--- config.mk ---
export PLATFORM = sky130hd
export DESIGN_NAME = idu_stage
export DESIGN_NICKNAME = d
export VERILOG_FILES = /design/src/rtl/idu_pkg.sv /design/src/rtl/idu_decode.sv /design/src/rtl/idu_stage.sv
export SDC_FILE = /design/constraint.sdc
export NUM_CORES = 1
export LEC_CHECK = 0
export BUFFER_PORTS_ARGS = -buffer_cell sky130_fd_sc_hd__buf_4
export CORE_ASPECT_RATIO = 0.9
export CORE_MARGIN = 2
export CORE_UTILIZATION = 30
export CTS_BUF_LIST = sky130_fd_sc_hd__clkbuf_4
export CTS_CLUSTER_DIAMETER = 80
export DETAILED_ROUTE_END_ITERATION = 12
export PLACE_DENSITY_LB_ADDON = 0.2
export SLEW_MARGIN = 5
export SYNTH_ARGS = -nofsm -noshare
export SYNTH_HDL_FRONTEND = slang
export SYNTH_SLANG_ARGS = --single-unit
--- constraint.sdc ---
create_clock -name clk -period 2.3 [get_ports clk]
set_input_delay 0.115 -clock clk [delete_from_list [all_inputs] [get_ports clk]]
set_output_delay 0.115 -clock clk [all_outputs]
set_load 0.02 [all_outputs]
--- src/rtl/idu_pkg.sv ---
// Shared definitions for the instruction-decode stage: opcodes, format classes
// and the decoded-entry record stored in the output and skid registers.
package idu_pkg;

    localparam logic [6:0] OPC_LUI      = 7'b0110111;
    localparam logic [6:0] OPC_AUIPC    = 7'b0010111;
    localparam logic [6:0] OPC_JAL      = 7'b1101111;
    localparam logic [6:0] OPC_JALR     = 7'b1100111;
    localparam logic [6:0] OPC_BRANCH   = 7'b1100011;
    localparam logic [6:0] OPC_LOAD     = 7'b0000011;
    localparam logic [6:0] OPC_STORE    = 7'b0100011;
    localparam logic [6:0] OPC_OP_IMM   = 7'b0010011;
    localparam logic [6:0] OPC_OP       = 7'b0110011;
    localparam logic [6:0] OPC_MISC_MEM = 7'b0001111;
    localparam logic [6:0] OPC_SYSTEM   = 7'b1110011;
    localparam logic [6:0] OPC_OP_IMM32 = 7'b0011011;
    localparam logic [6:0] OPC_OP32     = 7'b0111011;

    typedef enum logic [2:0] {
        FMT_R,
        FMT_I,
        FMT_S,
        FMT_B,
        FMT_U,
        FMT_J,
        FMT_SYS,
        FMT_NONE
    } fmt_e;

    // imm is kept at 32 bits; the stage sign-extends it to XLEN on the way out.
    typedef struct packed {
        logic [6:0]  opcode;
        logic [2:0]  funct3;
        logic [6:0]  funct7;
        logic [4:0]  rd;
        logic [4:0]  rs1;
        logic [4:0]  rs2;
        logic [31:0] imm;
        logic        csr_hit;
        logic        illegal;
    } decoded_t;

endpackage

--- src/rtl/idu_decode.sv ---
// Purely combinational RV32/RV64 decoder: instruction word to decoded record
// plus the CSR table index.
module idu_decode
    import idu_pkg::*;
#(
    parameter int                    XLEN      = 32,
    parameter int                    NUM_CSR   = 4,
    parameter logic [NUM_CSR*12-1:0] CSR_ADDRS = {12'h305, 12'h342, 12'h300, 12'h341},
    parameter int                    CSR_IDX_W = 2
) (
    input  logic [31:0]          instr,
    output decoded_t             dec,
    output logic [CSR_IDX_W-1:0] csr_idx
);

    fmt_e                 fmt;
    logic                 is_fence;
    logic                 csr_match;
    logic [CSR_IDX_W-1:0] csr_first;

    always_comb begin
        fmt      = FMT_NONE;
        is_fence = 1'b0;
        unique case (instr[6:0])
            OPC_OP_IMM, OPC_JALR, OPC_LOAD: fmt = FMT_I;
            OPC_MISC_MEM: begin
                fmt      = FMT_I;
                is_fence = 1'b1;
            end
            OPC_OP:               fmt = FMT_R;
            OPC_STORE:            fmt = FMT_S;
            OPC_BRANCH:           fmt = FMT_B;
            OPC_LUI, OPC_AUIPC:   fmt = FMT_U;
            OPC_JAL:              fmt = FMT_J;
            OPC_SYSTEM:           fmt = FMT_SYS;
            OPC_OP_IMM32:         fmt = (XLEN == 64) ? FMT_I : FMT_NONE;
            OPC_OP32:             fmt = (XLEN == 64) ? FMT_R : FMT_NONE;
            default:              fmt = FMT_NONE;
        endcase
    end

    // Walk downwards so the lowest matching table entry wins.
    always_comb begin
        csr_match = 1'b0;
        csr_first = '0;
        for (int i = NUM_CSR - 1; i >= 0; i--) begin
            if (instr[31:20] == CSR_ADDRS[12*i +: 12]) begin
                csr_match = 1'b1;
                csr_first = CSR_IDX_W'(i);
            end
        end
    end

    always_comb begin
        dec         = '0;
        dec.opcode  = instr[6:0];
        dec.illegal = (fmt == FMT_NONE) || (instr[1:0] != 2'b11);
        csr_idx     = '0;
        if (!dec.illegal) begin
            csr_idx = csr_first;
            if (fmt inside {FMT_R, FMT_I, FMT_S, FMT_B, FMT_SYS}) begin
                dec.funct3 = instr[14:12];
                dec.rs1    = instr[19:15];
            end
            if (fmt inside {FMT_R, FMT_I, FMT_U, FMT_J, FMT_SYS}) begin
                dec.rd = instr[11:7];
            end
            if (fmt inside {FMT_R, FMT_S, FMT_B}) begin
                dec.rs2 = instr[24:20];
            end
            if (instr[6:0] inside {OPC_OP, OPC_OP32, OPC_OP_IMM, OPC_OP_IMM32}) begin
                dec.funct7 = instr[31:25];
            end
            dec.csr_hit = (fmt == FMT_SYS) && csr_match;
            unique case (fmt)
                FMT_I:   dec.imm = is_fence ? 32'd0 : {{20{instr[31]}}, instr[31:20]};
                FMT_S:   dec.imm = {{20{instr[31]}}, instr[31:25], instr[11:7]};
                FMT_B:   dec.imm = {{19{instr[31]}}, instr[31], instr[7], instr[30:25], instr[11:8], 1'b0};
                FMT_U:   dec.imm = {instr[31:12], 12'b0};
                FMT_J:   dec.imm = {{11{instr[31]}}, instr[31], instr[19:12], instr[20], instr[30:21], 1'b0};
                default: dec.imm = 32'd0;
            endcase
        end
    end

endmodule

--- src/rtl/idu_stage.sv ---
// Registered decode stage with a 2-entry skid buffer; in_ready depends only on
// the state register so upstream never sees a combinational path from out_ready.
module idu_stage
    import idu_pkg::*;
#(
    parameter int                    XLEN      = 32,
    parameter int                    NUM_CSR   = 4,
    parameter logic [NUM_CSR*12-1:0] CSR_ADDRS = {12'h305, 12'h342, 12'h300, 12'h341},
    parameter int                    CSR_IDX_W = 2
) (
    input  logic                 clk,
    input  logic                 rst_n,
    input  logic                 flush,
    input  logic                 in_valid,
    output logic                 in_ready,
    input  logic [31:0]          in_instr,
    input  logic [XLEN-1:0]      in_pc,
    output logic                 out_valid,
    input  logic                 out_ready,
    output logic [XLEN-1:0]      out_pc,
    output logic [6:0]           out_opcode,
    output logic [2:0]           out_funct3,
    output logic [6:0]           out_funct7,
    output logic [4:0]           out_rd,
    output logic [4:0]           out_rs1,
    output logic [4:0]           out_rs2,
    output logic [XLEN-1:0]      out_imm,
    output logic [CSR_IDX_W-1:0] out_csr_idx,
    output logic                 out_csr_hit,
    output logic                 out_illegal
);

    typedef enum logic [1:0] {
        ST_EMPTY,
        ST_ONE,
        ST_TWO
    } state_e;

    state_e               state_q, state_d;
    decoded_t             in_dec, out_q, skid_q;
    logic [CSR_IDX_W-1:0] in_csr_idx, out_csr_idx_q, skid_csr_idx_q;
    logic [XLEN-1:0]      out_pc_q, skid_pc_q;
    logic                 accept, pop;
    logic                 load_out_in, load_out_skid, load_skid;

    idu_decode #(
        .XLEN      (XLEN),
        .NUM_CSR   (NUM_CSR),
        .CSR_ADDRS (CSR_ADDRS),
        .CSR_IDX_W (CSR_IDX_W)
    ) u_decode (
        .instr   (in_instr),
        .dec     (in_dec),
        .csr_idx (in_csr_idx)
    );

    assign in_ready  = (state_q != ST_TWO);
    assign out_valid = (state_q != ST_EMPTY);
    assign accept    = in_valid && in_ready;
    assign pop       = out_valid && out_ready;

    // Flush wins over everything: no register loads and the FSM returns to EMPTY.
    always_comb begin
        state_d       = state_q;
        load_out_in   = 1'b0;
        load_out_skid = 1'b0;
        load_skid     = 1'b0;
        if (flush) begin
            state_d = ST_EMPTY;
        end else begin
            unique case (state_q)
                ST_EMPTY: begin
                    if (accept) begin
                        state_d     = ST_ONE;
                        load_out_in = 1'b1;
                    end
                end
                ST_ONE: begin
                    if (accept && pop) begin
                        load_out_in = 1'b1;
                    end else if (accept) begin
                        state_d   = ST_TWO;
                        load_skid = 1'b1;
                    end else if (pop) begin
                        state_d = ST_EMPTY;
                    end
                end
                ST_TWO: begin
                    if (pop) begin
                        state_d       = ST_ONE;
                        load_out_skid = 1'b1;
                    end
                end
                default: state_d = ST_EMPTY;
            endcase
        end
    end

    always_ff @(posedge clk or negedge rst_n) begin
        if (!rst_n) begin
            state_q        <= ST_EMPTY;
            out_q          <= '0;
            out_pc_q       <= '0;
            out_csr_idx_q  <= '0;
            skid_q         <= '0;
            skid_pc_q      <= '0;
            skid_csr_idx_q <= '0;
        end else begin
            state_q <= state_d;
            if (load_out_in) begin
                out_q         <= in_dec;
                out_pc_q      <= in_pc;
                out_csr_idx_q <= in_csr_idx;
            end else if (load_out_skid) begin
                out_q         <= skid_q;
                out_pc_q      <= skid_pc_q;
                out_csr_idx_q <= skid_csr_idx_q;
            end
            if (load_skid) begin
                skid_q         <= in_dec;
                skid_pc_q      <= in_pc;
                skid_csr_idx_q <= in_csr_idx;
            end
        end
    end

    assign out_pc      = out_pc_q;
    assign out_opcode  = out_q.opcode;
    assign out_funct3  = out_q.funct3;
    assign out_funct7  = out_q.funct7;
    assign out_rd      = out_q.rd;
    assign out_rs1     = out_q.rs1;
    assign out_rs2     = out_q.rs2;
    assign out_csr_idx = out_csr_idx_q;
    assign out_csr_hit = out_q.csr_hit;
    assign out_illegal = out_q.illegal;

    if (XLEN == 64) begin : g_imm_ext
        assign out_imm = {{(XLEN-32){out_q.imm[31]}}, out_q.imm};
    end else begin : g_imm_native
        assign out_imm = out_q.imm;
    end

endmodule

==> results.cfg <==
[status]
outcome = finished, final reports clean

[synthesis]
synth.avg_cell_area_um2 = 9.69
yosysWarnings = 0
yosysUniqueCellTypes = 61
synth_enable_flop_cells = 0
asyncSetResetFlopFracSynth = 1.00
synth_fp_nets = 986
synth_seq_cells = 202
synth.cell_area_mm2 = 0.00888
synth_seq_area_share = 0.569
post_synthesis_instance_total = 917
synth-main-ff-cell = dfrtp_1

[clock_network]
cts_made_buffers = 54
cts_root_buffer = clkbuf_4
number_of_levels_the_h_tree_was_split_into = 2
tritoncts = done
insertion_delay_ns = 0.70
cts.sinks = 202
clock_tree.buffer_depth = 3
cts.reportedPaths.clkPinSlew_ns = 0.07

[finish]
layout-drive-gt1-share = 0.259
layout.filler_cells = 2885
commonest_non_fill_non_tap_cell_in_the_layout = nand2_1
fin_nets = 1279
final_cell_mix = 285 x nand2_1, 202 x dfrtp_1, 200 x buf_4
area_delta_synth_final_pct = 39.6

[floorplan]
core_mm2 = 0.0290
placement_rows = 59
die_w_um = 185
floorplan.initialDensity = 0.306
die_y_um = 167
floorplan.die_area_mm2 = 0.0310
ioPinCount = 171

[timing]
final_count_of_negative_setup_slack_endpoints = 0
timing_worst_slew_pin_value_ns = 0.780
final.setup_skew_ns = 0.0707
report.final.hold_viol_count = 0
period_minus_slack_ns = 2.17
max-slew-margin-rel = 0.477
grt_setup_unrepaired = false
final.period_utilization = 0.944
finalSetupTns_ns = 0
max_freq_mhz = 461
timing_max_transition_violations_final = 0
fin_hold_ws_ns = 0.179

[critical_path]
cp-startpoint = state_q[0]
regToRegSetupSlack_ns = 0.13
ff2ff_path_depth = 5
crit-reg2reg-launch = state_q[0]
startpoint_type = register
worst-path-max-fanout = 11
cp.arrival_ns = 2.80
cp-endpoint = skid_q[37]
critPathCaptureType = register
worst_r2r_endpoint = skid_q[37]
worst-setup-path-type = register to register
worstPathRequired_ns = 2.93

[route]
antenna_violating_nets_post_route = 0
drt-wirelength-per-cell_um = 17.5
finalWirelength_um = 28700
drt-vias-per-instance = 4.83
vias = 7934
drt_drc_violations_left = 0
drt_iter0_markers = 476
detail_route.first_pass.iterations = 5

[pwr]
ir_worst_vdd_uv = 287
net_switching_power_mw = 2.84
power.switching_fraction = 0.300
clock_share_of_power = 0.341
pwr-share-comb = 0.193
power.density_mw_per_mm2 = 764
p_seq_frac = 0.466
p_int_mw = 6.63
static-leakage-power_nw = 6.06

[job]
drv_cap = 0

[place]
dp.final_hpwl_um = 17900
gpl.final_weighted_congestion = 0.760
place.port_buffers = 170

[global_routing]
overflow = 0
first_global_vias = 8005
grt_usage = 0.184
grt_max_degree = 85
grt_first_pass_wirelength_um = 44900
initial_antenna_violation_count = 1

[hold_path]
worstHoldPathType = input port to register
worst max-delay path: stages (launching register included):
cell           delay [ns]
dfrtp_1              0.44
nand2b_1             0.21
or3_4                0.52
nor2_2               0.27
a22o_1               0.16
dlygate4sd3_1        0.55
final cells by class:
cell class	instances	area, um^2	area share
clock inverter	5	26.3	0.00212
antenna	1	2.50	0.000202
sequential	202	5050	0.408
multi-input combinational	634	3520	0.284
timing repair buffer	299	2560	0.207
clock buffer	88	661	0.0533
inverter	19	71.3	0.00575
tap	396	495	0.0400
power groups by stage:
stage	Combinational (mW)	Clock, mW	Sequential, mW
after floorplan	0.668	0	4.69
after global placement	1.71	0	4.47
after detailed placement	1.74	0	4.47
after CTS	1.85	3.37	4.41
after global routing	2.02	3.54	4.47
final	1.83	3.23	4.41
cell usage after synthesis, drive strengths merged (3+ instances only):
library cell / instances / area (um^2)
mux2i: 7 / 70.1
clkbuf: 24 / 90.1
a31oi: 10 / 62.6
or4: 3 / 22.5
nand4: 3 / 18.8
o2bb2ai: 6 / 52.6
o31ai: 4 / 30.0
o31a: 3 / 26.3
a21o: 8 / 60.1
a32oi: 20 / 175
or3: 5 / 31.3
o211ai: 7 / 52.6
a22o: 33 / 289
a21oi: 41 / 209
nor2: 49 / 189
o21ai: 6 / 30.0
o21a: 4 / 30.0
nor4: 4 / 37.5
nor2b: 7 / 43.8
a32o: 5 / 50.1
and3: 8 / 50.1
nand2b: 8 / 57.6
nand2: 285 / 1070
dfrtp: 202 / 5050
a22oi: 36 / 270
o22ai: 17 / 106
nand3: 9 / 45.0
buf: 39 / 193
o41ai: 4 / 35.0
inv: 19 / 71.3
nor3: 12 / 91.3
through the flow:
stage | setup slack (ns) | power [mW] | cell area [um^2] | std cells | utilization
2_1_floorplan | 0.610 | 5.35 | 8880 | 917 | -
3_3_place_gp | 0.303 | 6.18 | 10700 | 1452 | 0.370
3_5_place_dp | 0.266 | 6.21 | 10700 | 1452 | 0.370
4_1_cts | 0.0416 | 9.63 | 12400 | 1638 | 0.426
5_1_grt | 0.00844 | 10.0 | 12400 | 1644 | 0.427
6_report | 0.129 | 9.47 | 12400 | 1644 | 0.427
sequential cells by signal, summed over array words and instances, names as in the netlist:
name / count
skid_q: 66
out_imm: 32
out_pc: 32
skid_pc_q: 32
out_funct7: 7
out_opcode: 7
out_rd: 5
out_rs1: 5
out_rs2: 5
out_funct3: 3
out_csr_idx: 2
skid_csr_idx_q: 2
state_q: 2
out_csr_hit: 1
out_illegal: 1
layer usage:
| layer | GRT usage | share of wire |
|---|---|---|
| met1 | 0.258 | 0.47 |
| met2 | 0.287 | 0.46 |
| met3 | 0.0348 | 0.050 |
| met4 | 0.0604 | 0.017 |
| met5 | 0 | 0 |
cell families (layout without fill, tap and decap cells):
logic type      after synthesis  count (layout)  share of synthesized area
mux                           9               9                     0.0104
compound gates              211             211                      0.173
other cells                   0               1                          0
flops                       202             202                      0.569
simple gates                411             412                      0.205
xor+xnor                      2               2                    0.00197
buf+inv                      82             411                     0.0399
how the worst min path moves through the flow:
stage	from	to	slack, ns	cells after the start
after CTS	in_pc[25]	skid_pc_q[25]	0.1	4
after global routing	in_pc[25]	skid_pc_q[25]	0.14	4
after floorplan	rst_n	out_csr_hit	-0.18	0
final	in_pc[25]	skid_pc_q[25]	0.18	4
after global placement	rst_n	out_imm[28]	0.09	1
after detailed placement	rst_n	out_imm[30]	0.09	1
repair_timing:
action	CTS	global route
setup endpoints to repair	0	4
hold buffers	93	0
gates resized for setup	0	1
buffers inserted	0	4
endpoints found under the hold margin	401	0
No activity file was read; power rests on OpenSTA's default activity.
